## src/rtl/unary_sched_pkg.sv

```systemverilog
// unary_sched_pkg: shared state type and constants for the unary multiplier scheduler
package unary_sched_pkg;
  localparam int INPUT_WIDTH_DEFAULT = 8;
  localparam logic [1:0] READY_FEED = 2'b11;
  localparam logic [1:0] READY_IDLE = 2'b00;
  typedef enum logic [2:0] {IDLE, CLEAR, FEED, DRAIN, RESP} sched_state_t;
endpackage

```

## src/rtl/unary_rr_arbiter.sv

```systemverilog
// unary_rr_arbiter: 2-way round-robin arbiter, pointer holds the last granted requester
module unary_rr_arbiter (
  input  logic       clk,
  input  logic       reset,
  input  logic [1:0] req_i,
  input  logic       update_i,
  output logic [1:0] gnt_o,
  output logic       ptr_o
);
  logic ptr_q, ptr_d;
  assign gnt_o = (req_i == 2'b11) ? (ptr_q ? 2'b01 : 2'b10) : req_i;
  assign ptr_d = update_i ? gnt_o[1] : ptr_q;
  assign ptr_o = ptr_q;
  // last grant = 1 out of reset so requester 0 wins the first tie
  always_ff @(posedge clk or negedge reset)
    if (!reset) ptr_q <= 1'b1;
    else ptr_q <= ptr_d;
endmodule

```

## src/rtl/unary_mul_scheduler.sv

```systemverilog
// unary_mul_scheduler: shares one unary multiplier between two requesters,
// serializing operands LSB-first and collecting the valid-qualified output bits.
module unary_mul_scheduler
  import unary_sched_pkg::*;
#(
  parameter int INPUT_WIDTH  = INPUT_WIDTH_DEFAULT,
  parameter int COUNT_WIDTH  = $clog2(INPUT_WIDTH + 1),
  parameter int DRAIN_CYCLES = INPUT_WIDTH + 1
) (
  input  logic                     clk,
  input  logic                     reset,
  input  logic [1:0]               req_valid,
  output logic [1:0]               req_ready,
  input  logic [2*INPUT_WIDTH-1:0] req_a,
  input  logic [2*INPUT_WIDTH-1:0] req_b,
  output logic                     rsp_valid,
  input  logic                     rsp_ready,
  output logic                     rsp_id,
  output logic [INPUT_WIDTH-1:0]   rsp_y,
  output logic [COUNT_WIDTH-1:0]   rsp_count,
  output logic                     rsp_ovf,
  output logic                     mul_reset,
  output logic                     mul_a,
  output logic                     mul_b,
  output logic [1:0]               mul_ready,
  input  logic                     mul_valid,
  input  logic                     mul_y
);
  localparam int W = INPUT_WIDTH;
  localparam int PW = $clog2((DRAIN_CYCLES > W ? DRAIN_CYCLES : W) + 1);
  sched_state_t state_q, state_d;
  logic [W-1:0] a_q, a_d, b_q, b_d, y_q, y_d;
  logic [COUNT_WIDTH-1:0] cnt_q, cnt_d;
  logic [PW-1:0] phase_q, phase_d;
  logic id_q, id_d, ovf_q, ovf_d;
  logic [1:0] gnt;
  logic rr_ptr, hs, streaming, collect, full;
  unary_rr_arbiter u_arb (
    .clk      (clk),
    .reset    (reset),
    .req_i    (req_valid),
    .update_i (hs),
    .gnt_o    (gnt),
    .ptr_o    (rr_ptr)
  );
  assign req_ready = (reset && state_q == IDLE) ? gnt : 2'b00;
  assign hs = |req_ready;
  assign streaming = state_q == FEED || state_q == DRAIN;
  assign collect = streaming && mul_valid;
  assign full = cnt_q == COUNT_WIDTH'(W);
  always_comb begin
    case (state_q)
      IDLE:    state_d = hs ? CLEAR : IDLE;
      CLEAR:   state_d = FEED;
      FEED:    state_d = (phase_q == PW'(W - 1)) ? DRAIN : FEED;
      DRAIN:   state_d = (phase_q == PW'(DRAIN_CYCLES - 1)) ? RESP : DRAIN;
      RESP:    state_d = rsp_ready ? IDLE : RESP;
      default: state_d = IDLE;
    endcase
  end
  // the pointer has advanced to the winner by CLEAR and stays put until the next grant
  always_comb begin
    phase_d = (streaming && state_d == state_q) ? phase_q + PW'(1) : '0;
    a_d = hs ? (gnt[1] ? req_a[2*W-1:W] : req_a[W-1:0]) : (state_q == FEED ? a_q >> 1 : a_q);
    b_d = hs ? (gnt[1] ? req_b[2*W-1:W] : req_b[W-1:0]) : (state_q == FEED ? b_q >> 1 : b_q);
    id_d = (state_q == CLEAR) ? rr_ptr : id_q;
    y_d = hs ? '0 : (collect && !full) ? y_q | (W'(mul_y) << cnt_q) : y_q;
    cnt_d = hs ? '0 : (collect && !full) ? cnt_q + COUNT_WIDTH'(1) : cnt_q;
    ovf_d = hs ? 1'b0 : ovf_q | (collect && full);
  end
  always_ff @(posedge clk or negedge reset)
    if (!reset) begin
      state_q <= IDLE;
      phase_q <= '0;
      a_q <= '0;
      b_q <= '0;
      id_q <= 1'b0;
      y_q <= '0;
      cnt_q <= '0;
      ovf_q <= 1'b0;
    end else begin
      state_q <= state_d;
      phase_q <= phase_d;
      a_q <= a_d;
      b_q <= b_d;
      id_q <= id_d;
      y_q <= y_d;
      cnt_q <= cnt_d;
      ovf_q <= ovf_d;
    end
  assign mul_reset = reset && state_q != CLEAR;
  assign mul_ready = (state_q == FEED) ? READY_FEED : READY_IDLE;
  assign mul_a = state_q == FEED && a_q[0];
  assign mul_b = state_q == FEED && b_q[0];
  assign rsp_valid = state_q == RESP;
  assign rsp_id = id_q;
  assign rsp_y = y_q;
  assign rsp_count = cnt_q;
  assign rsp_ovf = ovf_q;
endmodule

```

## config.mk

```make
export PLATFORM = sky130hd
export DESIGN_NAME = unary_mul_scheduler
export DESIGN_NICKNAME = d
export VERILOG_FILES = /design/src/rtl/unary_sched_pkg.sv /design/src/rtl/unary_rr_arbiter.sv /design/src/rtl/unary_mul_scheduler.sv
export SDC_FILE = /design/constraint.sdc
export NUM_CORES = 1
export LEC_CHECK = 0
export BUFFER_PORTS_ARGS = -buffer_cell sky130_fd_sc_hd__buf_4
export CAP_MARGIN = 10
export CELL_PAD_IN_SITES_DETAIL_PLACEMENT = 1
export CELL_PAD_IN_SITES_GLOBAL_PLACEMENT = 2
export CORE_MARGIN = 4
export CORE_UTILIZATION = 31
export CTS_BUF_LIST = sky130_fd_sc_hd__clkbuf_4 sky130_fd_sc_hd__clkbuf_8 sky130_fd_sc_hd__clkbuf_16
export CTS_CLUSTER_SIZE = 25
export DETAILED_ROUTE_END_ITERATION = 8
export PLACE_DENSITY = 0.79
export SETUP_SLACK_MARGIN = 0.1
export SLEW_MARGIN = 20
export SYNTH_ARGS = -nofsm -noshare
export SYNTH_HDL_FRONTEND = slang
export SYNTH_SLANG_ARGS = --single-unit
```

## constraint.sdc

```tcl
create_clock -name clk -period 1.99 [get_ports clk]
set_clock_uncertainty 0.05 [all_clocks]
set_input_delay 0.0995 -clock clk [delete_from_list [all_inputs] [get_ports clk]]
set_output_delay 0.0995 -clock clk [all_outputs]
set_load 0.005 [all_outputs]
```

# Word-level counts from Yosys, hierarchy flattened
# Cells that the tools add are included.
dict set report totals {
  in_bits 39
  out_inout_bits 22
  mem_bits_ro 0
  mem_count 0
  ram_bits 0
  ff_bits 38
  latch_bits 0
}
dict set report classes {
  addsub 2
  bitwise 2
  n_div 0
  n_reduce_logical 14
  shifts 1
  eq_ne 10
  magnitude_cmp 0
  mux 21
  mul 0
}
# op count
set ops {}
lappend ops {{$mux 8} 8}
lappend ops {{$pmux 3 s5} 1}
lappend ops {{$mux 4} 3}
lappend ops {{$add 4x1->4 const B} 2}
lappend ops {{$eq 4x4->1 const B} 2}
lappend ops {{$logic_and 1x1->1} 8}
lappend ops {{$mux 2} 4}
lappend ops {{$or 8x8->8} 1}
lappend ops {{$shl 1x4->8} 1}
lappend ops {{$eq 3x2->1 const B} 2}
lappend ops {{$mux 3} 2}
lappend ops {{$eq 4x3->1 const B} 1}
lappend ops {{$reduce_bool 2->1} 2}
lappend ops {{$eq 3x1->1 const B} 1}
lappend ops {{$eq 3x3->1} 1}
lappend ops {{$eq 3x3->1 const B} 1}
lappend ops {{$logic_not 3->1} 1}
lappend ops {{$mux 1} 3}
lappend ops {{$ne 3x1->1 const B} 1}
lappend ops {{$eq 2x2->1 const B} 1}
lappend ops {{$reduce_or 2->1} 1}
lappend ops {{$logic_not 1->1} 1}
lappend ops {{$logic_or 1x1->1} 1}
lappend ops {{$or 1x1->1} 1}

# Depth between registers and ports, before layout
dict set report logic_depth {
  depth_word 9
  mapped_depth 6
}

# Modules after synthesis
# A second synthesis with hierarchy kept.
dict set report hier_totals {
  hier_cells 189
  hier_area_um2 2080.7
}
# mod area_per_inst_um2 n_inst cells_each
set by_module_without_submodules {}
lappend by_module_without_submodules {unary_mul_scheduler 2016.9 1 184}
lappend by_module_without_submodules {unary_rr_arbiter 63.8 1 5}

# Worst setup path after synthesis
# No wires, ideal clock.
dict set report synth_timing {
  kind {reg2reg}
  from {reg state_q[1]}
  to {reg a_q[6]}
  setup_slack_ns 0.342
  required_ns 1.793
  path_stages_with_launch 6
  arrival_time_ns 1.450
  path_cell_list {dfrtp_1 buf_6 or4b_4 buf_6 o21ai_1 o221ai_1}
}
dict set report synth_via {
  elab_chain_cells 5
  elab_cells_between_ends 7
}
# element line_no
set synth_rtl {}
lappend synth_rtl {{from (decl)} unary_mul_scheduler.sv:31} ;# sched_state_t state_q, state_d;
lappend synth_rtl {{from (signal assigned)} unary_mul_scheduler.sv:82} ;# state_q <= state_d;
lappend synth_rtl {{$logic_not 3->1} unary_mul_scheduler.sv:46} ;# assign req_ready = (reset && state_q == IDLE) ? gnt : 2'b00;
lappend synth_rtl {{$logic_and 1x1->1} unary_mul_scheduler.sv:46}
lappend synth_rtl {{$mux 2} unary_mul_scheduler.sv:46}
lappend synth_rtl {{$reduce_or 2->1} unary_mul_scheduler.sv:47} ;# assign hs = |req_ready;
lappend synth_rtl {{$mux 8 / $reduce_bool 2->1 (equally long branches)} --}
lappend synth_rtl {{to (signal assigned)} unary_mul_scheduler.sv:75} ;# a_q <= '0;
lappend synth_rtl {{to (signal assigned)} unary_mul_scheduler.sv:84} ;# a_q <= a_d;
lappend synth_rtl {{to (decl)} unary_mul_scheduler.sv:32} ;# logic [W-1:0] a_q, a_d, b_q, b_d, y_q, y_d;
# Parallel ways exist; a longest one is shown, timed or not.
# A chain may end at the register's enable or synchronous reset.

# Worst setup path after layout
dict set report layout_timing {
  from {reg state_q[1]}
  to {out mul_b}
}
dict set report layout_via {
  elab_chain_cells 2
}
# element line_no
set layout_rtl {}
lappend layout_rtl {{$eq 3x2->1} unary_mul_scheduler.sv:94} ;# assign mul_b = state_q == FEED && b_q[0];
lappend layout_rtl {{$logic_and 1x1->1} unary_mul_scheduler.sv:94}
lappend layout_rtl {{to (decl)} unary_mul_scheduler.sv:24} ;# output logic mul_b,
# No other way between the ends.

==> results <==
- The run finished with clean final reports.
- The CTS root buffer is clkbuf_8.
- Dividing the detail-routed wire length by the instance count gives between 15 and 20 um.
- The finished cells cover ~2700 um^2.
- The vias per cell is 5.18.
- The leakage component of the power is around 1.2 nW.
- The share of synthesized area in the top cell type comes to 0.460.
- The number of flops mapped to enable cells by yosys is 0.
- Clock-pin slew was measured on the worst setup and hold paths at 70 ps.
- The global-route wire length before repair is 9050 um.
- The number of unique standard cell types used by synthesis is 42.
- At the pin with the least slew margin, the transition time is approximately 870 ps.
- The vertical die dimension is 88.6 um.
- The post-route setup TNS is 0 ps.
- The final global-route overflow total is 0.
- The final clock period utilization by the worst path is 0.885.
- In the detailed route, the total length drawn on met3 is 275 um.
- The congestion estimate from routability-driven global placement came to 0.746.
- The post-route DRC violation count is 0.
- The routed design uses 2640 um of met2 wire.
- The number of sinks on the clock net is 38.
- In the synthesized netlist the async set-or-reset flop fraction comes to 1.00.
- After detailed routing, no signal wire sits above met4.
- The pin count of the biggest net entering global routing is 21.
- The area added between synthesis and finish is 33.2%.
- The count of maximum capacitance violations is 0.
- The synthesized instance count is 186.
- After layout, the minimum clock period comes to 1760 ps.
- TritonCTS built the clock tree.
- After the first detailed-routing iteration, the DRC count stood at 32.
- The count of boundary I/O pins is just over 60.
- The worst IR drop on VDD is 0.481 mV.
- The required time of the critical path is 1840 ps.
- Once routing completed, OpenROAD measured the worst setup slack at between 200 and 250 ps.
- The antenna violation net count after detailed routing is 0.
- The die area is 7840 um^2.
- The TritonCTS buffer count is 5.
- The first TritonRoute pass finished after 4 iterations.
- The launching instance or port of the critical path is state_q[1].
- In this run, synthesis produced a sequential element count of 38.
- Across every metal layer, demand over resource in global routing totals 0.152.
- Summed over all layers, the routed wires come to 5420 um.
- The number of setup violations in the final report is 0.
- The worst setup path is launched from a flip-flop.
- The number of nets in the synthesized netlist is between 200 and 250.
- The post-synthesis instance area is a little over 2000 um^2.
- Setup repair after global routing left no endpoint under its margin.
- Of the cells placed in the final design, the portion with a size suffix greater than 1 is 0.346.
- The routed length on met1 is 2450 um.
- Power spread over the standard cell area amounts to 1240 nW/um^2.
- The floorplan row count is 29.
- The startpoint identified for the worst hold timing path is rsp_ready.
- During synthesis, Yosys emitted a total of 0 warnings.
- At the end of the flow the core is filled with cells to 0.424.
- Timing analysis after detailed placement gives a worst setup slack of about 56 ps.
- The number of antenna violations at the first check in global routing is 0.
- The number of global-route vias before repair is 1794.
- The average instance in the mapped netlist occupies 10.8 um^2.
- The maximum buffer depth of the clock tree is 2.
- Headroom to the max-slew limit came out at 0.418.
- The repair_antennas step left the layout with diodes totalling 0.
- The most instantiated flip-flop cell in the synthesis netlist is dfrtp_1.
- The maximum clock frequency is 568 MHz.
- By area the synthesized netlist is led by dfrtp_1, mux2i_1, a32oi_1.
- The biggest area contributor in the post-synthesis netlist is dfrtp_1.
- The clock latency on the worst-skew pair is roughly 290 ps.
- Across all hold checks on the routed design, the worst slack comes to 15.1 ps.
- In this run the cell area measured after placement is 2530 um^2.
- The die is 88.6 um wide.
- The hold violation count in the final report is 0.
- The portion of the post-synthesis area used by sequential elements is 0.473.
- Of all nets on the critical path, the largest fanout is 10.
- For the worst setup path, the data arrival time is between 1500 and 2000 ps.
- The final layout contains 297 nets.
- The worst setup path is captured at an output port.
- The number of max-slew violations in the final report is 0.
- Summing over every cut layer, the via total after detailed routing is 1715.
- The start of the worst register-to-register path is state_q[0].
- The path class of the tightest hold or removal check is in2reg.
- The total area inside the core boundary comes to 6310 um^2.
- The quantity of I/O buffers inserted on ports is 60.
- The detailed-placement wirelength estimate is roughly 4000 um.
- The critical path in this run is classified as reg2out.
- The starting density of the core is 0.319.
- The level count of the clock H-tree is 2.
-- critical path: stages (launching register included) --
cell	delay (ps)
dfrtp_1	350
buf_4	170
or3b_4	430
inv_2	140
and2_1	140
buf_4	100
-- layout make-up --
cell class | count | area (um^2)
timing repair buffer | 74 | 578
clock buffer | 7 | 83.8
sequential | 38 | 952
fill | 726 | 3630
multi-input combinational | 124 | 928
inverter | 11 | 41.3
tap | 77 | 96.3
-- layer usage --
layer / GRT usage / vias to the layer above
li1: - / 840
met1: 0.199 / 836
met2: 0.246 / 35
met3: 0.0447 / 4
met4: 0.0412 / 0
met5: 0 / -
-- cell usage in the layout (no fill, tap or decap), drive strengths merged, types with 2 or more instances in the layout --
| cell type | n |
|---|---|
| and3b | 2 |
| nand3b | 3 |
| dfrtp | 37 |
| ha | 4 |
| o211ai | 2 |
| buf | 71 |
| nor2b | 2 |
| a21oi | 7 |
| o2bb2ai | 6 |
| o31ai | 4 |
| and2 | 3 |
| dlygate4sd3 | 2 |
| a32oi | 12 |
| nor3 | 4 |
| nand2b | 2 |
| mux2i | 16 |
| nand2 | 6 |
| o221ai | 2 |
| o22ai | 12 |
| nor2 | 4 |
| inv | 11 |
| o21ai | 12 |
| clkbuf | 7 |
| nand3 | 7 |
-- logic make-up after synthesis --
kind of cell,Yosys count,share of synthesized area
DFF,38,0.473
buffers and inverters,24,0.0678
xor gates and xnor gates,2,0.00871
AOI/OAI and AO/OA,61,0.215
adders and majority gates,4,0.0249
muxes,17,0.0852
and+or+nand+nor,40,0.125
-- what timing repair did --
| item | in CTS | in global routing |
|---|---|---|
| setup endpoints to repair | 16 | 22 |
| resized for setup | 1 | 3 |
| endpoints found under the hold margin | 37 | 0 |
| setup buffers | 2 | 0 |
| hold buffers | 3 | 0 |
| pin swaps | 1 | 0 |
-- path summary, 6_finish.rpt --
| path | depth (start not counted) | to | slack (ps) |
|---|---|---|---|
| min in group asynchronous | 3 | u_arb.ptr_o | 360 |
| setup reg to reg | 3 | a_q[6] | 250 |
| hold / removal | 3 | state_q[2] | 20 |
| setup / recovery | 5 | mul_b | 230 |
| max in group asynchronous | 4 | a_q[7] | 330 |
| hold reg to reg | 2 | a_q[6] | 450 |
-- synth_stat cells (all sizes together), types with 2 or more instances --
library cell,instances
dfrtp,37
mux2i,16
a32oi,12
o21ai,12
o22ai,12
inv,11
buf,8
a21oi,7
nand3,7
nand2,6
o2bb2ai,6
clkbuf,5
ha,4
nor2,4
nor3,4
o31ai,4
and2,3
nand3b,3
and3b,2
nand2b,2
nor2b,2
o211ai,2
o221ai,2
-- power breakdown --
group / internal [W] / switching [W] / total [W]
Combinational: 0.000764 / 0.000682 / 0.00145
Clock: 0.000268 / 0.000252 / 0.000521
Sequential: 0.00109 / 0.000266 / 0.00136
Total: 0.00212 / 0.00120 / 0.00332
-- through the flow --
step | instances | total power (W)
after floorplan | 186 | 0.00222
after global placement | 319 | 0.00277
after detailed placement | 319 | 0.00280
after CTS | 331 | 0.00337
after global routing | 331 | 0.00363
final | 331 | 0.00332
-- registers in the layout (all words and copies together), names as in the netlist --
name / cells
a_q: 8
b_q: 8
phase_q: 4
rsp_count: 4
rsp_id: 1
rsp_ovf: 1
rsp_y: 8
state_q: 3
u_arb.ptr_o: 1
Power figures use the tool's default switching activity.
